**config.mk**
```make
export PLATFORM = sky130hd
export DESIGN_NAME = riscv_sim_monitor
export DESIGN_NICKNAME = d
export VERILOG_FILES = /design/src/rtl/riscv_sim_monitor.sv
export SDC_FILE = /design/constraint.sdc
export NUM_CORES = 1
export LEC_CHECK = 0
export CAP_MARGIN = 15
export CELL_PAD_IN_SITES_DETAIL_PLACEMENT = 1
export CELL_PAD_IN_SITES_GLOBAL_PLACEMENT = 2
export CORE_MARGIN = 3
export CORE_UTILIZATION = 30
export CTS_CLUSTER_SIZE = 40
export DETAILED_ROUTE_END_ITERATION = 8
export PLACE_DENSITY = 0.63
export SYNTH_ARGS = -nofsm -noshare
export SYNTH_HDL_FRONTEND = slang
export SYNTH_SLANG_ARGS = --single-unit
```
**constraint.sdc**
```tcl
create_clock -name clk -period 9.5 [get_ports clk]
set_input_delay 1.9 -clock clk [delete_from_list [all_inputs] [get_ports clk]]
set_output_delay 1.9 -clock clk [all_outputs]
set_load 0.05 [all_outputs]
```
**src/rtl/riscv_sim_monitor.sv**
```systemverilog
// Run monitor beside a RISC-V core: cycle/instret counters, halt FSM (ECALL, EBREAK,
// watchdog, stuck PC) and a circular trace of the last TRACE_DEPTH retirements.
module riscv_sim_monitor #(
  parameter int unsigned XLEN           = 32,
  parameter int unsigned TRACE_DEPTH    = 16,
  parameter int unsigned CNT_W          = 32,
  parameter int unsigned TIMEOUT_CYCLES = 100000,
  parameter int unsigned STUCK_LIMIT    = 64,
  parameter bit          HALT_ON_EBREAK = 1'b1
) (
  input  logic                           clk,
  input  logic                           reset,
  input  logic                           enable,
  input  logic                           instr_valid,
  input  logic [XLEN-1:0]                pc_in,
  input  logic [31:0]                    instr_in,
  input  logic [$clog2(TRACE_DEPTH)-1:0] trace_rd_idx,
  output logic [XLEN-1:0]                trace_rd_pc,
  output logic [31:0]                    trace_rd_instr,
  output logic [$clog2(TRACE_DEPTH):0]   trace_count,
  output logic [CNT_W-1:0]               cycle_count,
  output logic [CNT_W-1:0]               instret_count,
  output logic                           running,
  output logic                           halted,
  output logic                           halt_pulse,
  output logic [1:0]                     halt_cause,
  output logic                           stuck,
  output logic [XLEN-1:0]                halt_pc
);

  localparam int unsigned IdxW = $clog2(TRACE_DEPTH);
  localparam int unsigned CntW = IdxW + 1;

  localparam logic [31:0] InstrEcall  = 32'h0000_0073;
  localparam logic [31:0] InstrEbreak = 32'h0010_0073;

  typedef enum logic [1:0] {StIdle, StRun, StHalted} state_e;

  state_e            state_q, state_d;
  logic [CNT_W-1:0]  cycle_q, instret_q;
  logic [IdxW-1:0]   wr_ptr_q;
  logic [CntW-1:0]   trace_cnt_q;
  logic [XLEN-1:0]   prev_pc_q;
  logic              prev_valid_q;
  logic [31:0]       stuck_cnt_q;
  logic [1:0]        cause_q, cause_d;
  logic              stuck_q, stuck_d;
  logic [XLEN-1:0]   halt_pc_q, halt_pc_d;
  logic              pulse_q, pulse_d;

  logic [XLEN-1:0]   mem_pc    [TRACE_DEPTH];
  logic [31:0]       mem_instr [TRACE_DEPTH];

  logic              active, retire, pc_match;
  logic [CNT_W-1:0]  cycle_inc;
  logic [31:0]       stuck_inc;
  logic              evt_ecall, evt_ebreak, evt_stuck, evt_timeout;
  logic [IdxW-1:0]   rd_ptr;

  assign active    = enable && (state_q != StHalted);
  assign retire    = active && instr_valid;
  assign cycle_inc = cycle_q + CNT_W'(1);
  assign stuck_inc = stuck_cnt_q + 32'd1;
  // prev_valid_q keeps the very first retirement from matching the reset PC
  assign pc_match  = prev_valid_q && (pc_in == prev_pc_q);

  assign evt_ecall   = retire && (instr_in == InstrEcall);
  assign evt_ebreak  = retire && HALT_ON_EBREAK && (instr_in == InstrEbreak);
  assign evt_stuck   = retire && (STUCK_LIMIT != 0) && pc_match && (stuck_inc == STUCK_LIMIT);
  assign evt_timeout = active && (TIMEOUT_CYCLES != 0) && (cycle_inc == CNT_W'(TIMEOUT_CYCLES));

  always_comb begin
    state_d   = state_q;
    cause_d   = cause_q;
    stuck_d   = stuck_q;
    halt_pc_d = halt_pc_q;
    pulse_d   = 1'b0;
    if (active) begin
      state_d = StRun;
      if (evt_ecall || evt_ebreak || evt_stuck || evt_timeout) begin
        state_d   = StHalted;
        pulse_d   = 1'b1;
        halt_pc_d = retire ? pc_in : prev_pc_q;
        if (evt_ecall) begin
          cause_d = 2'b01;
        end else if (evt_ebreak) begin
          cause_d = 2'b10;
        end else begin
          cause_d = 2'b11;
          stuck_d = evt_stuck;
        end
      end
    end
  end

  always_ff @(posedge clk or negedge reset) begin
    if (!reset) begin
      state_q      <= StIdle;
      cycle_q      <= '0;
      instret_q    <= '0;
      wr_ptr_q     <= '0;
      trace_cnt_q  <= '0;
      prev_pc_q    <= '0;
      prev_valid_q <= 1'b0;
      stuck_cnt_q  <= '0;
      cause_q      <= '0;
      stuck_q      <= 1'b0;
      halt_pc_q    <= '0;
      pulse_q      <= 1'b0;
    end else begin
      state_q   <= state_d;
      cause_q   <= cause_d;
      stuck_q   <= stuck_d;
      halt_pc_q <= halt_pc_d;
      pulse_q   <= pulse_d;
      if (active) begin
        cycle_q <= cycle_inc;
      end
      if (retire) begin
        instret_q    <= instret_q + CNT_W'(1);
        wr_ptr_q     <= wr_ptr_q + IdxW'(1);
        prev_pc_q    <= pc_in;
        prev_valid_q <= 1'b1;
        stuck_cnt_q  <= pc_match ? stuck_inc : 32'd0;
        if (trace_cnt_q != CntW'(TRACE_DEPTH)) begin
          trace_cnt_q <= trace_cnt_q + CntW'(1);
        end
      end
    end
  end

  always_ff @(posedge clk) begin
    if (retire) begin
      mem_pc[wr_ptr_q]    <= pc_in;
      mem_instr[wr_ptr_q] <= instr_in;
    end
  end

  // Index 0 is the newest entry, which sits just behind the write pointer
  assign rd_ptr = wr_ptr_q - IdxW'(1) - trace_rd_idx;

  always_comb begin
    trace_rd_pc    = '0;
    trace_rd_instr = '0;
    if ({1'b0, trace_rd_idx} < trace_cnt_q) begin
      trace_rd_pc    = mem_pc[rd_ptr];
      trace_rd_instr = mem_instr[rd_ptr];
    end
  end

  assign trace_count   = trace_cnt_q;
  assign cycle_count   = cycle_q;
  assign instret_count = instret_q;
  assign running       = (state_q == StRun);
  assign halted        = (state_q == StHalted);
  assign halt_pulse    = pulse_q;
  assign halt_cause    = cause_q;
  assign stuck         = stuck_q;
  assign halt_pc       = halt_pc_q;

endmodule

```
==> reports/summary.txt <==
Core ar. -> 0.1608 mm²
# rows -> 147
Largest net degree at the start of global routing -> 114
Num CTS Buffers -> 135
Status -> completed
Slew headroom -> 34.05%
CTS tree -> built
F_max -> 0.1228 GHz
Setup TNS Final -> 0 ns
R2r setup slk -> 5.38 ns
Total gr overflow -> 0
R2R depth -> 10
Setup repair bufs after CTS -> 0
Register area share after synthesis -> 72.37%
CP Capture Type -> output port
DR WL/cell -> 25.69 µm
Routed vias -> 26150
Syn-to-layout area delta -> 20.23%
Worst VDD drop -> 0.3706 mV
Worst Path Arrival -> 6.25 ns
Post-synthesis cell area -> 0.04857 mm²
Synth Instances -> 2666
I/O Buffers -> 242
First-pass GRT wire length -> 199900 µm
Initial antenna violation count -> 8
Worst-Margin Slew -> 0.9893 ns
Reg2reg end -> halt_pc[29]
Synthesized net count -> 2756
Die H -> 408.4 µm
PwrDens -> 327.9 mW/mm²
Die ar. -> 0.1668 mm²
Synth warnings -> 0
Setup crit end -> trace_rd_instr[23]
Share of cells above drive strength 1 -> 18.58%
R2r startpoint -> stuck_cnt_q[0]
Initial DRC count -> 1915
Vias in the first global route -> 28820
# clock sinks -> 1200
Die X -> 408.4 µm
Final nets -> 3064
Yosys cell types -> 63
Post-synth EDFFs -> 1024
Initial DRT Pass Iterations -> 6
Req. time, crit path -> 7.60 ns
Clk Latency, worst-skew pair -> 0.74 ns
CTS root buf -> clkbuf_16
Yosys reg bits -> 1200
Final Hold Violating Endpoints -> 0
I/O pin cnt -> 243
DP HPWL -> 80250 µm
Design area -> 0.05840 mm²
Final Power -> 19150 µW
Critical path type -> input port to output port
Final wirelength -> 134800 µm
Tcrit/Tclk final -> 85.75%
Resize count post-CTS -> 0
Final GP Congestion -> 0.7773
Placement Cell Area -> 0.05396 mm²
Unrepaired setup endpoints after global routing -> no
Crit Path Max Fanout -> 37
DR vias/cell -> 4.981
Pins Over Slew Limit -> 0
Maxcap violations -> 0
Hold buffer count at cts -> 0
Final setup violation count -> 0
Launch point of the worst path -> trace_rd_idx[0]
Post-synth top flop -> edfxtp_1
Clock buffer depth -> 3
Starting Density -> 30.22%
Clock transition at the registers of the reported paths -> 0.06 ns
Leak -> 0.01936 µW
Overall routing resource usage -> 16.08%
Worst clock skew -> 0.04386 ns
DRT antenna net count -> 0
H-tree levels -> 4
Crit path time final -> 8.146 ns
Ys async rst share -> 14.67%
CP Launch Type -> input port
Residual DRC count -> 0
Syn Area/Cell -> 18.22 µm²
HP Class -> register to register
-- sequential cells by signal (all words and copies together), names as in the netlist, 5 cells and up --
name	count
mem_instr	512
mem_pc	512
cycle_count	32
halt_pc	32
instret_count	32
prev_pc_q	32
stuck_cnt_q	32
trace_count	5
-- power breakdown --
part | internal [µW] | switching [µW] | total, µW | leakage (µW)
combinational | 2960 | 4880 | 7840 | 0.00565
sequential | 6010 | 143 | 6160 | 0.0116
clock | 2970 | 2180 | 5150 | 0.00215
total | 11900 | 7210 | 19200 | 0.0194
-- cell families (layout without fill, tap and decap cells) --
group | after synthesis | after routing | share of synthesized area, %
DFF | 1200 | 1200 | 72.37
buffers and inverters | 171 | 589 | 1.394
other | 0 | 5 | 0
adders and majority gates | 18 | 18 | 0.4791
xor gates and xnor gates | 128 | 128 | 2.308
muxes | 360 | 360 | 14.10
and+or+nand+nor | 546 | 546 | 5.847
AOI/OAI and AO/OA | 243 | 243 | 3.503
-- critical path: stages --
cell and delay [ns]:
clkdlybuf4s50_1 0.48, inv_1 0.10, ha_4 0.18, fa_4 1.07, buf_12 0.33, mux4_2 0.24, nor2b_1 0.14, a211oi_1 0.06
a211oi_1 0.71, clkdlybuf4s50_1 0.94
-- cell usage after synthesis, types with 3 or more instances --
cell type / n / area, µm²
xor2_1: 55 / 481.7
o41ai_1: 6 / 52.55
nand4_1: 38 / 237.7
nand2_1: 185 / 694.4
or4_1: 8 / 60.06
inv_1: 20 / 75.07
dfrtp_1: 176 / 4404
mux2_2: 6 / 67.56
buf_1: 39 / 146.4
o21a_1: 3 / 22.52
a31oi_1: 4 / 25.02
mux2i_1: 72 / 720.7
a211oi_1: 129 / 968.4
nand2b_1: 10 / 62.56
or2_2: 3 / 18.77
a21oi_1: 18 / 90.09
o21ai_0: 44 / 220.2
and3b_1: 3 / 26.28
and3_1: 21 / 131.4
nand3_1: 56 / 280.3
ha_1: 17 / 212.7
and4_1: 11 / 96.34
a21o_1: 3 / 22.52
nor4_1: 31 / 193.9
nor2_1: 53 / 198.9
and2_1: 14 / 87.58
nor3_1: 21 / 105.1
xnor2_1: 73 / 639.4
mux4_2: 256 / 5766
nor2b_1: 74 / 462.9
edfxtp_1: 1024 / 30750
buf_6: 3 / 33.78
or3_1: 5 / 31.28
o31ai_1: 21 / 157.7
clkbuf_1: 101 / 379.1
mux2_1: 26 / 292.8
buf_2: 6 / 30.03
-- metal layers --
metal / vias up / global-route usage [%] / wire (µm)
met3: 184 / 3.882 / 7219
met1: 14070 / 20.95 / 58460
met4: 6 / 3.888 / 2723
met2: 576 / 27.05 / 66390
li1: 11310 / - / -
met5: - / 0 / 41
-- stage by stage --
| stage | setup slack (ns) | hold slack [ns] | utilization, % | std cells |
|---|---|---|---|---|
| 2_1_floorplan | 2.378 | 0.4343 | - | 2666 |
| 3_3_place_gp | 1.299 | 0.4502 | 33.56 | 4997 |
| 3_5_place_dp | 1.312 | 0.4586 | 33.56 | 4997 |
| 4_1_cts | 1.318 | 0.4739 | 36.32 | 5244 |
| 5_1_grt | 1.251 | 0.5090 | 36.32 | 5244 |
| 6_report | 1.354 | 0.4690 | 36.33 | 5249 |
-- layout by cell type (no fill, tap or decap), types with 55 or more instances in the layout --
| cell type | netlist | final |
|---|---|---|
| mux4_2 | 256 | 256 |
| nand2_1 | 185 | 185 |
| nand3_1 | 56 | 55 |
| xnor2_1 | 73 | 72 |
| edfxtp_1 | 1024 | 1024 |
| clkdlybuf4s50_1 | 0 | 241 |
| dfrtp_1 | 176 | 176 |
| a211oi_1 | 129 | 129 |
| mux2i_1 | 72 | 72 |
| clkbuf_16 | 0 | 138 |
| buf_4 | 1 | 70 |
| nor2b_1 | 74 | 74 |
-- area by class of cell --
type | instances | area [µm²]
diodes | 5 | 12.51
clock buffers | 164 | 3581
clock inverters | 83 | 852.1
fillers | 16070 | 102400
inverters | 20 | 75.07
multi-input cells | 1295 | 12870
flip-flops and latches | 1200 | 35150
well taps | 2160 | 2703
repair buffers | 322 | 3152
-- worst min-delay path by stage --
stage | startpoint | end | slack [ns] | cells past startpoint
after global routing | prev_valid_q | prev_valid_q | 0.51 | 1
after global placement | prev_valid_q | prev_valid_q | 0.45 | 1
after CTS | prev_valid_q | prev_valid_q | 0.47 | 1
after floorplan | prev_valid_q | prev_valid_q | 0.43 | 1
after detailed placement | prev_valid_q | prev_valid_q | 0.46 | 1
final | prev_valid_q | prev_valid_q | 0.47 | 1
Power figures use the tool's default switching activity.
